==> src/rtl/fb_pkg.sv <==
// Shared constants and encodings for the framebuffer write arbiter.
package fb_pkg;

  localparam int         FB_ADDR_W     = 14;
  localparam int         FB_DATA_W     = 8;
  localparam int         FB_WORDS_DEF  = 2400;
  localparam logic [7:0] FB_CLEAR_DATA = 8'h20;

  typedef enum logic {
    IDLE  = 1'b0,
    CLEAR = 1'b1
  } fb_state_e;

  typedef enum logic {
    GNT_A = 1'b0,
    GNT_B = 1'b1
  } gnt_e;

endpackage

==> src/rtl/fb_write_arbiter_rr_arb2.sv <==
// Two-way round-robin arbiter: one-hot grant (bit0=A, bit1=B), remembers the last winner.
module rr_arb2
  import fb_pkg::*;
(
  input  logic       clk,
  input  logic       rst,
  input  logic       en,
  input  logic       req_a,
  input  logic       req_b,
  output logic [1:0] gnt
);

  gnt_e last_q, last_d;

  always_comb begin
    gnt    = 2'b00;
    last_d = last_q;
    if (en) begin
      // On a tie the requester that did not win last time goes first.
      if (req_a && (!req_b || (last_q == GNT_B))) begin
        gnt    = 2'b01;
        last_d = GNT_A;
      end else if (req_b) begin
        gnt    = 2'b10;
        last_d = GNT_B;
      end
    end
  end

  always_ff @(posedge clk) begin
    if (rst) begin
      last_q <= GNT_B;
    end else begin
      last_q <= last_d;
    end
  end

endmodule

==> src/rtl/fb_write_arbiter.sv <==
// Shares the VGA text-framebuffer write port between the core (A) and the console (B),
// and owns a clear engine that fills every cell with CLEAR_DATA.
module fb_write_arbiter
  import fb_pkg::*;
#(
  parameter int                ADDR_W     = FB_ADDR_W,
  parameter int                DATA_W     = FB_DATA_W,
  parameter int                FB_WORDS   = FB_WORDS_DEF,
  parameter logic [DATA_W-1:0] CLEAR_DATA = FB_CLEAR_DATA
) (
  input  logic              clk48,
  input  logic              rst,
  input  logic [ADDR_W-1:0] a_addr,
  input  logic [DATA_W-1:0] a_data,
  input  logic              a_valid,
  output logic              a_ready,
  input  logic [ADDR_W-1:0] b_addr,
  input  logic [DATA_W-1:0] b_data,
  input  logic              b_valid,
  output logic              b_ready,
  input  logic              clr_start,
  output logic              clr_busy,
  output logic              clr_done,
  output logic [ADDR_W-1:0] vga_waddr,
  output logic [DATA_W-1:0] vga_wdata,
  output logic              vga_wr_en
);

  // Handshake: a write transfers in any cycle where valid && ready. Requesters keep
  // addr/data/valid stable until accepted; ready is combinational and at most one is high.

  localparam logic [ADDR_W-1:0] LAST_ADDR = ADDR_W'(FB_WORDS - 1);
  localparam logic [ADDR_W:0]   WORDS_EXT = (ADDR_W + 1)'(FB_WORDS);

  fb_state_e         state_q, state_d;
  logic [ADDR_W-1:0] cnt_q, cnt_d;
  logic [ADDR_W-1:0] waddr_q, waddr_d;
  logic [DATA_W-1:0] wdata_q, wdata_d;
  logic              wr_en_q, wr_en_d;
  logic              done_q, done_d;

  logic       arb_en;
  logic [1:0] gnt;
  logic       a_in_range;
  logic       b_in_range;

  assign arb_en     = (state_q == IDLE) && !clr_start;
  assign a_in_range = {1'b0, a_addr} < WORDS_EXT;
  assign b_in_range = {1'b0, b_addr} < WORDS_EXT;

  rr_arb2 u_arb (
    .clk   (clk48),
    .rst   (rst),
    .en    (arb_en),
    .req_a (a_valid),
    .req_b (b_valid),
    .gnt   (gnt)
  );

  assign a_ready   = gnt[0];
  assign b_ready   = gnt[1];
  assign clr_busy  = (state_q == CLEAR);
  assign clr_done  = done_q;
  assign vga_waddr = waddr_q;
  assign vga_wdata = wdata_q;
  assign vga_wr_en = wr_en_q;

  always_comb begin
    state_d = state_q;
    cnt_d   = cnt_q;
    waddr_d = waddr_q;
    wdata_d = wdata_q;
    wr_en_d = 1'b0;
    done_d  = 1'b0;
    case (state_q)
      IDLE: begin
        if (clr_start) begin
          state_d = CLEAR;
          cnt_d   = '0;
        end else if (gnt[0]) begin
          // Out-of-range writes are accepted but never reach the framebuffer.
          if (a_in_range) begin
            waddr_d = a_addr;
            wdata_d = a_data;
            wr_en_d = 1'b1;
          end
        end else if (gnt[1]) begin
          if (b_in_range) begin
            waddr_d = b_addr;
            wdata_d = b_data;
            wr_en_d = 1'b1;
          end
        end
      end
      CLEAR: begin
        waddr_d = cnt_q;
        wdata_d = CLEAR_DATA;
        wr_en_d = 1'b1;
        if (cnt_q == LAST_ADDR) begin
          state_d = IDLE;
          cnt_d   = '0;
          done_d  = 1'b1;
        end else begin
          cnt_d = cnt_q + ADDR_W'(1);
        end
      end
      default: state_d = IDLE;
    endcase
  end

  always_ff @(posedge clk48) begin
    if (rst) begin
      state_q <= IDLE;
      cnt_q   <= '0;
      waddr_q <= '0;
      wdata_q <= '0;
      wr_en_q <= 1'b0;
      done_q  <= 1'b0;
    end else begin
      state_q <= state_d;
      cnt_q   <= cnt_d;
      waddr_q <= waddr_d;
      wdata_q <= wdata_d;
      wr_en_q <= wr_en_d;
      done_q  <= done_d;
    end
  end

endmodule

==> config.mk <==
export PLATFORM = sky130hd
export DESIGN_NAME = fb_write_arbiter
export DESIGN_NICKNAME = d
export VERILOG_FILES = /design/src/rtl/fb_pkg.sv /design/src/rtl/fb_write_arbiter_rr_arb2.sv /design/src/rtl/fb_write_arbiter.sv
export SDC_FILE = /design/constraint.sdc
export NUM_CORES = 1
export LEC_CHECK = 0
export BUFFER_PORTS_ARGS = -buffer_cell sky130_fd_sc_hd__buf_2
export CAP_MARGIN = 10
export CORE_ASPECT_RATIO = 1.1
export CORE_UTILIZATION = 45
export CTS_CLUSTER_SIZE = 28
export DETAILED_ROUTE_END_ITERATION = 16
export PLACE_DENSITY = 0.78
export SETUP_SLACK_MARGIN = 0.15
export SLEW_MARGIN = 5
export SYNTH_ARGS = -nofsm -noshare
export SYNTH_HDL_FRONTEND = slang
export SYNTH_HIERARCHICAL = 1
export SYNTH_SLANG_ARGS = --single-unit
==> constraint.sdc <==
create_clock -name clk48 -period 2.2 [get_ports clk48]
set_input_delay 0.11 -clock clk48 [delete_from_list [all_inputs] [get_ports clk48]]
set_output_delay 0.11 -clock clk48 [all_outputs]
set_load 0.01 [all_outputs]
# Yosys cells after proc, flatten, opt, wreduce, memory -nomap -nowiden

Cells that the tools add are included.

Output and inout bits: 27
Word-level logic and storage cells: 56
Input bits: 49
Register bits after elaboration: 40

Equality and inequality tests: 6
Bitwise logic cells: 1
Reduce and logical (&&, ||, !) cells: 9
Add/subtract/negate cells: 1
Multiplexer cells: 30
Order comparisons: 2

Operators with widths:

| cell                                                                   | count |
|---|---|
| 14-bit 2-to-1 mux                                                      | 7 |
| 14-bit case mux with 2 select lines                                    | 2 |
| 8-bit 2-to-1 mux                                                       | 5 |
| 14-bit by 12-bit < comparator with 1-bit output, second input constant | 2 |
| 8-bit case mux with 2 select lines                                     | 1 |
| 14-bit by 1-bit adder with 14-bit output, second input constant        | 1 |
| 14-bit by 12-bit == test with 1-bit output, second input constant      | 1 |
| 1-bit 2-to-1 mux                                                       | 10 |
| 3-bit inequality test, second input constant                           | 3 |
| 2-bit 2-to-1 mux                                                       | 3 |
| 2-bit inequality test, second input constant                           | 2 |
| 1-bit case mux with 2 select lines                                     | 2 |
| 4-bit AND reduction                                                    | 1 |
| 1-bit logical AND                                                      | 2 |
| 1-bit zero test                                                        | 2 |
| 2-bit AND reduction                                                    | 1 |
| 2-bit nonzero test                                                     | 1 |
| 2-bit OR reduction                                                     | 1 |
| 1-bit logical OR                                                       | 1 |
| 1-bit NOT                                                              | 1 |

# Depth between registers and ports, before layout

Depth in word-level cells: 9
Gate-level depth with buffers: 9
Depth with buffers taken out: 8

# Modules after synthesis

Netlist, hierarchy kept.

By module, submodules not included:

| module           | seq. area each (um2) | cells each | times used | area an instance (um2) |
|---|---|---|---|---|
| fb_write_arbiter | 780.7                | 239        | 1          | 2064.5 |
| rr_arb2          | 20.0                 | 8          | 1          | 58.8 |

# Least setup slack after synthesis

OpenSTA, ideal clock, no wires.

Kind: register to register
Start point: reg state_q, in the netlist clr_busy
End point: reg waddr_q[10], in the netlist vga_waddr[10]
Path buffers: 2
Setup slack: -132 ps
Cell stages (with the launch flop): 10
Data arrival time: 2200 ps
Data required time: 2068 ps
Clock period less this slack: 2332 ps
Library setup time: 132 ps
Cells stage by stage: dfxtp_1 nor2_1 nand2_1 a21oi_1 buf_2 buf_4 mux2i_1 nor2_1 a22oi_1 a21oi_1

Word-level cells in the longest chain between the ends: 6
Elaborated cells between the ends (all ways): 11
Those cells by class: 4 x eq/ne; 4 x mux; 1 x bitwise; 2 x reduce/logical

Ends and longest elaborated chain:

| what                                | line                           | RTL |
|---|---|---|
| from (decl)                         | fb_write_arbiter.sv:35         | `fb_state_e state_q, state_d;` |
| from (signal assigned)              | fb_write_arbiter.sv:120        | `state_q <= state_d;` |
| 1-bit NOT *                         | n/a                            |  |
| 1-bit logical AND *                 | fb_write_arbiter.sv:47         | `assign arb_en = (state_q == IDLE) && !clr_start;` |
| net arb_en                          | fb_write_arbiter.sv:42         | `logic arb_en;` |
| 2-bit 2-to-1 mux *                  | fb_write_arbiter_rr_arb2.sv:18 | `if (en) begin` |
| net a_ready                         | fb_write_arbiter.sv:16         | `output logic a_ready,` |
| 14-bit 2-to-1 mux                   | fb_write_arbiter.sv:80         | `end else if (gnt[0]) begin` |
| 14-bit 2-to-1 mux                   | fb_write_arbiter.sv:77         | `if (clr_start) begin` |
| 14-bit case mux with 2 select lines | fb_write_arbiter.sv:75         | `case (state_q)` |
| to (signal assigned)                | fb_write_arbiter.sv:122        | `waddr_q <= waddr_d;` |
| to (decl)                           | fb_write_arbiter.sv:37         | `logic [ADDR_W-1:0] waddr_q, waddr_d;` |

The timed path passes the listed nets; every way through them passes the cells marked *. The select of a mux whose other input is x is not followed.
A chain may end at the register's enable or synchronous reset.

# Worst setup path after layout

Start point: reg state_q, in the netlist clr_busy
End point: reg waddr_q[0], in the netlist vga_waddr[0]

Word-level cells in the longest chain between the ends: 6
Elaborated cells between the ends (all ways): 11
Those cells by class: 4 x eq/ne; 4 x mux; 1 x bitwise; 2 x reduce/logical

Ends and longest elaborated chain:

| what                                | line |
|---|---|
| 1-bit NOT *                         | n/a |
| 1-bit logical AND *                 | fb_write_arbiter.sv:47 |
| net arb_en                          | fb_write_arbiter.sv:42 |
| 2-bit 2-to-1 mux *                  | fb_write_arbiter_rr_arb2.sv:18 |
| 14-bit 2-to-1 mux                   | fb_write_arbiter.sv:80 |
| 14-bit 2-to-1 mux                   | fb_write_arbiter.sv:77 |
| 14-bit case mux with 2 select lines | fb_write_arbiter.sv:75 |

Marked as above.

==> results.sh <==
export IMPL_power_mw=1.57
export IMPL_setup_worst_path_start="clr_busy"
export IMPL_start_util_pct=48.1
export IMPL_hold_buffers=0
export IMPL_n_fill_cell=384
export IMPL_num_rows=25
export IMPL_hold_path_class="input pin to flop"
export IMPL_worstSetupStartpointType="flop"
export IMPL_vias=2096
export IMPL_ys_async_sr_fraction_pct=0
export IMPL_clock_root_buffer="clkbuf_8"
export IMPL_p_leak_nw=1.12
export IMPL_status="finished clean"
export IMPL_synth_seq_cells=40
export IMPL_antenna_found_initial=0
export IMPL_clk_latency_ns=0.29
export IMPL_setup_viol=0
export IMPL_yosysMostFrequentCell="dfxtp_1"
export IMPL_routabilityCongestion=0.876
export IMPL_busiest_layer="met2"
export IMPL_vias_per_cell=5.56
export IMPL_slew_headroom_pct=58.6
export IMPL_syn_area_per_cell_um2=8.60
export IMPL_cts_path_max_buffers=2
export IMPL_cts_htree_levels=2
export IMPL_cts_tree="done"
export IMPL_die_x_um=67.5
export IMPL_ys_seq_area_share_pct=37.7
export IMPL_ys_types=49
export IMPL_crit_fanout=14
export IMPL_hp_start="a_valid"
export IMPL_synth_cell_area_um2=2120
export IMPL_core_um2=4410
export IMPL_grt_overflow_total=0
export IMPL_syn2layout_area_growth_pct=29.6
export IMPL_tightest_slew_ns=0.621
export IMPL_ant_nets=0
export IMPL_final_cells=377
export IMPL_met2_usage_pct=36.3
export IMPL_cts_sinks=40
export IMPL_hpwl_um=3820
export IMPL_finClkSkew_ns=0.00639
export IMPL_n_antenna_cell=0
export IMPL_ys_top_cells_by_area="dfxtp_1, mux2i_1, a21oi_1"
export IMPL_netlist_area_leader_share_pct=37.7
export IMPL_grt_pass1_vias=1800
export IMPL_place_inst=366
export IMPL_fmax_mhz=522
export IMPL_max_cap_violations=0
export IMPL_synthCells=247
export IMPL_drt_first_pass_iters=5
export IMPL_synth_edf_count=0
export IMPL_drive_above_1_share_pct=35.6
export IMPL_regToRegStartpoint="clr_busy"
export IMPL_rsz0062_at_grt="false"
export IMPL_synthTopCellsByCount="dfxtp_1, nor2_1, a21oi_1"
export IMPL_io_pins=76
export IMPL_drc=0
export IMPL_drtIter0Drc=94
export IMPL_die_area_um2=5000
export IMPL_final_hold_violation_count=0
export IMPL_portBuffers=75
export IMPL_irDropWorstVdd_uv=288
export IMPL_drt_wl_total_um=5430
export IMPL_die_h_um=74.0
export IMPL_grt_pass1_wl_um=8160
export IMPL_cts_buffers=5
export IMPL_setup_tns_ns=0
export IMPL_syn_nets=297
export IMPL_power_density_nw_per_um2=572
export IMPL_fin_crit_ns=1.91
export IMPL_ys_warn_count=6
export IMPL_fin_crit_sh_pct=87.0
export IMPL_met1_usage_pct=26.6
export IMPL_grt_use_total_pct=21.6
export IMPL_cp_arrival_ns=2.07
export IMPL_crit_required_ns=2.36
export IMPL_met3_usage_pct=5.06
export IMPL_synthFlopType="dfxtp_1"
export IMPL_wl_per_cell_um=14.4
export IMPL_end_kind="flop"
export IMPL_slew_viol_final=0
export IMPL_critPathKind="flop to flop"
export IMPL_cts_clk_slew_worst_paths_ns=0.08
export IMPL_nets=372
export IMPL_synth_top_area_cell="dfxtp_1"
export IMPL_grt_max_degree=34
-- flip-flops by register name (all words and copies together), names as in the netlist --
register      flops
vga_wr_en         1
u_arb/last_q      1
clr_busy          1
cnt_q            14
vga_wdata         8
vga_waddr        14
clr_done          1
-- critical path, cell delays in order, from the launching register on --
cell	delay, ns
dfxtp_1	0.32
nor2_2	0.14
nand2_2	0.10
a21oi_4	0.14
buf_6	0.14
nand2_1	0.11
a21oi_4	0.19
nor3_4	0.07
buf_12	0.15
clkbuf_16	0.17
a22oi_1	0.16
a21oi_1	0.09
-- stage by stage --
step | setup WS (ns) | util, % | area, µm² | hold WS, ns
final | 0.285 | 62.4 | 2750 | 0.167
after global routing | 0.158 | 62.4 | 2750 | 0.166
after CTS | 0.164 | 60.0 | 2650 | 0.182
after detailed placement | 0.192 | 57.6 | 2540 | 0.443
after global placement | 0.268 | 57.6 | 2540 | 0.438
after floorplan | 0.154 | - | 2140 | 0.204
-- power by group --
part / total (mW) / switching (mW) / internal [mW]
registers: 0.752 / 0.0132 / 0.739
clock network: 0.591 / 0.255 / 0.337
logic: 0.231 / 0.129 / 0.103
-- cells in the final DEF (no fill, tap or decap), types with 2 or more instances in the layout --
cell / n
o31ai_1: 2
a21oi_1: 23
nand3b_1: 3
mux2i_1: 19
or3_1: 5
buf_4: 5
nor3_1: 6
clkbuf_16: 2
buf_2: 75
nand4_1: 3
o21ai_0: 2
a22o_1: 2
a22oi_1: 10
xnor2_1: 2
nor2_1: 26
a211oi_2: 7
nor4_1: 3
inv_1: 7
buf_12: 2
dfxtp_1: 40
a21oi_4: 2
clkbuf_8: 5
a211oi_1: 2
a31oi_1: 7
nand2_1: 21
nand3_1: 9
o21ai_1: 2
-- metal layers --
| metal | share of wire, % | vias up | wire, µm |
|---|---|---|---|
| met4 | 1.0 | 0 | 57 |
| met2 | 48 | 89 | 2620 |
| met5 | 0 | - | 0 |
| met1 | 44 | 952 | 2380 |
| li1 | - | 1049 | - |
| met3 | 6.9 | 6 | 375 |
-- cells by family after synthesis --
logic type	share of synthesized area [%]
DFF	37.7
adders and majority gates	0.589
and+or+nand+nor	22.5
AOI/OAI and AO/OA	22.3
buffers and inverters	6.19
xor gates and xnor gates	1.24
muxes	9.49
-- worst paths after layout --
path                        to  slack [ns]  cells after the start
setup / recovery  vga_waddr[0]        0.29                     11
hold / removal    u_arb/last_q        0.17                      3
setup reg to reg  vga_waddr[0]        0.29                     11
hold reg to reg   vga_waddr[3]        0.45                      2
-- area by class of cell --
cell class / instances / area [µm²] / area share [%]
well taps: 54 / 67.6 / 2.45
clock inverters: 2 / 35.0 / 1.27
clock buffers: 6 / 72.6 / 2.64
inverters: 7 / 26.3 / 0.955
flip-flops and latches: 40 / 801 / 29.1
repair buffers: 85 / 514 / 18.7
multi-input cells: 183 / 1240 / 44.9
-- timing repair --
action,CTS,global route
setup endpoints to repair,0,23
buffers inserted,0,1
resized for setup,0,8
(Power assumes the default switching activity.)
